$ cat src/rtl/univ_reg_bank.sv
// univ_reg_bank: CHANNELS registers of WIDTH bits sharing one operation port
// (load, shift, rotate, count, clear), a registered carry flag, and a
// free-running scanner that steps through the channels for a single display.
// Build option: define UREG_SAT_EN to make INC/DEC saturate instead of wrap.
// Assumes WIDTH >= 2 so the shift and rotate slices are well formed.
module univ_reg_bank #(
    parameter int WIDTH    = 4,
    parameter int CHANNELS = 4,
    parameter int SCAN_DIV = 50000
) (
    input  logic                        clk,
    input  logic                        reset,
    input  logic                        enable,
    input  logic [$clog2(CHANNELS)-1:0] ch_sel,
    input  logic [2:0]                  op,
    input  logic [WIDTH-1:0]            din,
    input  logic                        ser_in,
    input  logic [$clog2(CHANNELS)-1:0] rd_sel,
    output logic [WIDTH-1:0]            dout,
    output logic                        carry,
    output logic                        zero,
    output logic [$clog2(CHANNELS)-1:0] scan_ch,
    output logic [WIDTH-1:0]            scan_data
);

    localparam int CH_BITS  = $clog2(CHANNELS);
    localparam int DIV_BITS = (SCAN_DIV > 1) ? $clog2(SCAN_DIV) : 1;

    localparam logic [WIDTH-1:0]    ALL_ONES = '1;
    localparam logic [DIV_BITS-1:0] DIV_LAST = DIV_BITS'(SCAN_DIV - 1);
    localparam logic [CH_BITS-1:0]  CH_LAST  = CH_BITS'(CHANNELS - 1);

    typedef enum logic [2:0] {
        OP_HOLD = 3'b000,
        OP_LOAD = 3'b001,
        OP_SHL  = 3'b010,
        OP_SHR  = 3'b011,
        OP_INC  = 3'b100,
        OP_DEC  = 3'b101,
        OP_CLR  = 3'b110,
        OP_ROTL = 3'b111
    } op_e;

    logic [WIDTH-1:0]    regs [CHANNELS];
    logic                carry_q;
    logic [CH_BITS-1:0]  scan_q;
    logic [DIV_BITS-1:0] div_q;

    logic                ch_valid;
    logic                rd_valid;
    logic [WIDTH-1:0]    cur_val;
    logic [WIDTH-1:0]    nxt_val;
    logic                nxt_carry;
    logic                do_write;
    op_e                 op_dec;

    assign op_dec = op_e'(op);

    // When CHANNELS is a power of two every select code names a real channel,
    // so the range check collapses to a constant instead of a dead compare.
    if (CHANNELS == (1 << CH_BITS)) begin : g_full_range
        assign ch_valid = 1'b1;
        assign rd_valid = 1'b1;
    end else begin : g_part_range
        assign ch_valid = (ch_sel < CH_LAST + CH_BITS'(1));
        assign rd_valid = (rd_sel < CH_LAST + CH_BITS'(1));
    end

    // Current contents of the addressed channel, forced to zero when the
    // select is out of range so nothing downstream sees a bogus index.
    always_comb begin
        cur_val = '0;
        if (ch_valid) begin
            cur_val = regs[ch_sel];
        end
    end

    // Compute the post-operation value and carry for the addressed channel.
    always_comb begin
        nxt_val   = cur_val;
        nxt_carry = carry_q;
        case (op_dec)
            OP_HOLD: begin
                nxt_val   = cur_val;
                nxt_carry = carry_q;
            end
            OP_LOAD: begin
                nxt_val   = din;
                nxt_carry = 1'b0;
            end
            OP_SHL: begin
                nxt_val   = {cur_val[WIDTH-2:0], ser_in};
                nxt_carry = cur_val[WIDTH-1];
            end
            OP_SHR: begin
                nxt_val   = {ser_in, cur_val[WIDTH-1:1]};
                nxt_carry = cur_val[0];
            end
            OP_INC: begin
`ifdef UREG_SAT_EN
                if (cur_val == ALL_ONES) begin
                    nxt_val   = cur_val;
                    nxt_carry = 1'b1;
                end else begin
                    nxt_val   = cur_val + WIDTH'(1);
                    nxt_carry = 1'b0;
                end
`else
                nxt_val   = cur_val + WIDTH'(1);
                nxt_carry = (cur_val == ALL_ONES);
`endif
            end
            OP_DEC: begin
`ifdef UREG_SAT_EN
                if (cur_val == '0) begin
                    nxt_val   = cur_val;
                    nxt_carry = 1'b1;
                end else begin
                    nxt_val   = cur_val - WIDTH'(1);
                    nxt_carry = 1'b0;
                end
`else
                nxt_val   = cur_val - WIDTH'(1);
                nxt_carry = (cur_val == '0);
`endif
            end
            OP_CLR: begin
                nxt_val   = '0;
                nxt_carry = 1'b0;
            end
            OP_ROTL: begin
                nxt_val   = {cur_val[WIDTH-2:0], cur_val[WIDTH-1]};
                nxt_carry = cur_val[WIDTH-1];
            end
        endcase
    end

    assign do_write = enable & ch_valid;

    // Register bank and carry: only the addressed channel is ever written,
    // and an invalid select or deasserted enable leaves everything alone.
    always_ff @(posedge clk or posedge reset) begin
        if (reset) begin
            for (int i = 0; i < CHANNELS; i++) begin
                regs[i] <= '0;
            end
            carry_q <= 1'b0;
        end else if (do_write) begin
            regs[ch_sel] <= nxt_val;
            carry_q      <= nxt_carry;
        end
    end

    // Display scanner: holds each channel for SCAN_DIV cycles regardless of
    // enable, then steps to the next one and wraps after the last channel.
    always_ff @(posedge clk or posedge reset) begin
        if (reset) begin
            div_q  <= '0;
            scan_q <= '0;
        end else if (div_q == DIV_LAST) begin
            div_q  <= '0;
            scan_q <= (scan_q == CH_LAST) ? '0 : scan_q + CH_BITS'(1);
        end else begin
            div_q <= div_q + DIV_BITS'(1);
        end
    end

    // Read-side outputs are combinational from the registered state, so a
    // write shows up on dout and scan_data the cycle after its edge.
    always_comb begin
        dout = '0;
        if (rd_valid) begin
            dout = regs[rd_sel];
        end
    end

    assign carry     = carry_q;
    assign zero      = ch_valid && (cur_val == '0);
    assign scan_ch   = scan_q;
    assign scan_data = regs[scan_q];

endmodule

$ cat config.mk
export PLATFORM = sky130hd
export DESIGN_NAME = univ_reg_bank
export DESIGN_NICKNAME = d
export VERILOG_FILES = /design/src/rtl/univ_reg_bank.sv
export SDC_FILE = /design/constraint.sdc
export NUM_CORES = 1
export LEC_CHECK = 0
export ABC_AREA = 1
export BUFFER_PORTS_ARGS = -buffer_cell sky130_fd_sc_hd__buf_2
export CELL_PAD_IN_SITES_DETAIL_PLACEMENT = 1
export CELL_PAD_IN_SITES_GLOBAL_PLACEMENT = 1
export CORE_MARGIN = 3
export CORE_UTILIZATION = 38
export DETAILED_ROUTE_END_ITERATION = 12
export GPL_TIMING_DRIVEN = 0
export PLACE_DENSITY = 0.81
export RECOVER_POWER = 50
export SLEW_MARGIN = 20
export SYNTH_ARGS = -nofsm -noshare
export SYNTH_HDL_FRONTEND = slang
export SYNTH_SLANG_ARGS = --single-unit
$ cat constraint.sdc
create_clock -name clk -period 1.7 [get_ports clk]
set_input_delay 0 -clock clk [delete_from_list [all_inputs] [get_ports clk]]
set_output_delay 0 -clock clk [all_outputs]
set_load 0.05 [all_outputs]
==> impl_metrics.env <==
export IMPL_routabilityCongestion=0.852
export IMPL_synth_most_common_cell="nand2_1"
export IMPL_setup_viol=8
export IMPL_fin_crit_ps=1800
export IMPL_grt_pass1_wl_mm=12.0
export IMPL_path_class="register to register"
export IMPL_overflow=0
export IMPL_synth_top_area_share_pct=36.4
export IMPL_drtIter0Drc=97
export IMPL_ir_drop_mv=0.559
export IMPL_cp_arrival_ps=1970
export IMPL_fin_crit_sh_pct=106
export IMPL_cts_max_level=2
export IMPL_ys_warn_count=0
export IMPL_fin_nets=408
export IMPL_power_density_nw_per_um2=868
export IMPL_chipHeight_um=85.6
export IMPL_leakage_uw=0.00153
export IMPL_cp_end_kind="register"
export IMPL_start_kind="register"
export IMPL_worst_pin_slew_ps=770
export IMPL_cts_tree="built"
export IMPL_viasPerCell=5.23
export IMPL_pre_cts_ws_ps=-242
export IMPL_drc=0
export IMPL_fin_ws_ps=-97.2
export IMPL_synth_common_cells="nand2_1 (86), nor2_1 (41), dfrtp_1 (35)"
export IMPL_grt_max_degree=36
export IMPL_rsz0062_at_grt="true"
export IMPL_netlist_top_cells_area="dfrtp_1 (36%), nand2_1 (13%), nor2_1 (6.4%)"
export IMPL_cts_buffer_depth=2
export IMPL_worstPathMaxFanout=4
export IMPL_synthCells=334
export IMPL_ys_types=34
export IMPL_clk_pin_slew_ps=70
export IMPL_hold_violations=0
export IMPL_die_area_um2=7330
export IMPL_synth_largest_area_cell="dfrtp_1"
export IMPL_coreArea_um2=6030
export IMPL_port_buffers=23
export IMPL_rows=28
export IMPL_post_dp_hpwl_mm=5.15
export IMPL_cts_root_buf="clkbuf_8"
export IMPL_utilization_pct=50.2
export IMPL_ant_nets=0
export IMPL_globalRouteTotalUtil_pct=20.2
export IMPL_hold_class="input port to register"
export IMPL_numCtsBuffers=5
export IMPL_syn_num_nets=354
export IMPL_yosysSeqAreaShare_pct=36.4
export IMPL_wl_per_cell_um=15.4
export IMPL_diodes=0
export IMPL_max_freq_mhz=556
export IMPL_grt_pass1_vias=2509
export IMPL_avgSynthCellArea_um2=7.21
export IMPL_synth_ff_type="dfrtp_1"
export IMPL_maxSlewViolCount=0
export IMPL_synthesis_area_um2=2410
export IMPL_status="finished with violations"
export IMPL_area_growth_pct=25.6
export IMPL_layout_drive_gt1_share_pct=31.6
export IMPL_wl_mm=7.14
export IMPL_synthArstFlopShare_pct=100
export IMPL_relSlewSlack_pct=48.6
export IMPL_drt_pass1_iterations=4
export IMPL_violations="negative setup slack"
export IMPL_cp_required_ps=1870
export IMPL_yosys_register_bits=35
export IMPL_dr_total_vias=2428
export IMPL_nFillCells=776
export IMPL_max_cap_viol_count=0
export IMPL_cts_sinks=35
export IMPL_ioPinCount=27
export IMPL_synth_edf_count=0
export IMPL_antenna_found_initial=0
export IMPL_start_util_pct=40.0
export IMPL_finClkSkew_ps=8.90
export IMPL_worst_skew_pair_late_latency_ps=290
export IMPL_floorplan_die_width_um=85.6
[final timing paths]
path,endpoint,start,slack [ps],cells past startpoint
min in group asynchronous,div_q[6],reset,390,3
max in group asynchronous,scan_ch[0],reset,780,3
worst min-delay path,regs[7],ch_sel[0],140,6
worst max-delay path,regs[6],regs[12],-100,10
worst max register to register,regs[6],regs[12],-100,10
worst min register to register,div_q[13],div_q[13],520,1
[state kept, by name, indices dropped and copies added (netlist names)]
name / flops
div_q: 16
carry: 1
regs: 16
scan_ch: 2
[what timing repair did]
item | in CTS | in global routing
setup endpoints to repair | 18 | 19
gates resized for setup | 8 | 17
gates cloned | 0 | 0
setup buffers | 15 | 9
hold endpoints to repair | 35 | 0
hold buffers | 1 | 0
pin swaps | 9 | 16
[stage by stage]
step           power (uW)  cell area (um^2)  cells  hold slack [ps]  setup TNS, ps
6_report             2630              3020    464              137           -453
5_1_grt              2790              3020    464              168          -1910
4_1_cts              2600              2920    455              126           -536
3_5_place_dp         1850              2660    432              180          -2230
3_3_place_gp         1820              2660    432              401          -1980
2_1_floorplan        1630              2450    334              154              0
[area by class of cell]
type	instances	area (um^2)	share of cell area [%]
Clock inverter	2	12.5	0.414
Buffer	3	20.0	0.662
Clock buffer	6	72.6	2.40
Inverter	44	171	5.67
Tap cell	75	93.8	3.10
Sequential cell	35	877	29.0
Timing Repair Buffer	48	310	10.3
Multi-Input combinational cell	251	1470	48.5
[power by group]
part / leakage [uW] / switching (uW) / total [uW] / internal (uW)
registers: 0.000456 / 78.2 / 997 / 918
logic: 0.00103 / 660 / 1030 / 371
clock network: 0.0000412 / 312 / 598 / 286
[cells by family after synthesis]
logic type / Yosys count / synth area share [%]
and+or+nand+nor: 183 / 35.9
AOI/OAI and AO/OA: 54 / 13.6
buffers and inverters: 48 / 7.95
DFF: 35 / 36.4
xor gates and xnor gates: 9 / 3.27
adders and majority gates: 5 / 2.91
[placed cells by master, fill, tap and decap left out, types with 5 or more instances in the layout]
cell type / synthesis / routed
nand2_1: 86 / 78
nor2_1: 41 / 40
dfrtp_1: 35 / 34
inv_1: 34 / 32
buf_4: 0 / 24
buf_2: 1 / 22
o21ai_0: 19 / 17
nand3_1: 17 / 14
nand2_2: 5 / 12
inv_2: 9 / 10
nor2_2: 8 / 9
o21ai_2: 11 / 9
nand4_1: 8 / 8
xor2_1: 8 / 8
a21oi_1: 8 / 7
o21ai_1: 6 / 7
nand3_2: 4 / 6
clkbuf_8: 0 / 5
[per-layer routing]
metal  track usage, %  vias to the layer above  wire length, um
li1                 -                     1197                -
met1             26.7                     1166             3250
met2             34.2                       52             3500
met3             3.36                       13              255
met4             5.32                        0              133
met5                0                        -                0
[worst max-delay path, stage by stage (launching register included)]
cell	delay (ps)
dfrtp_1	400
nand2_1	70
nand2_1	40
nand2_1	100
nand2_4	70
fa_2	340
xor2_1	150
a22oi_1	150
nand3_1	160
o21ai_4	140
o21ai_2	80
Note: power is estimated with default switching activity, not from simulation.
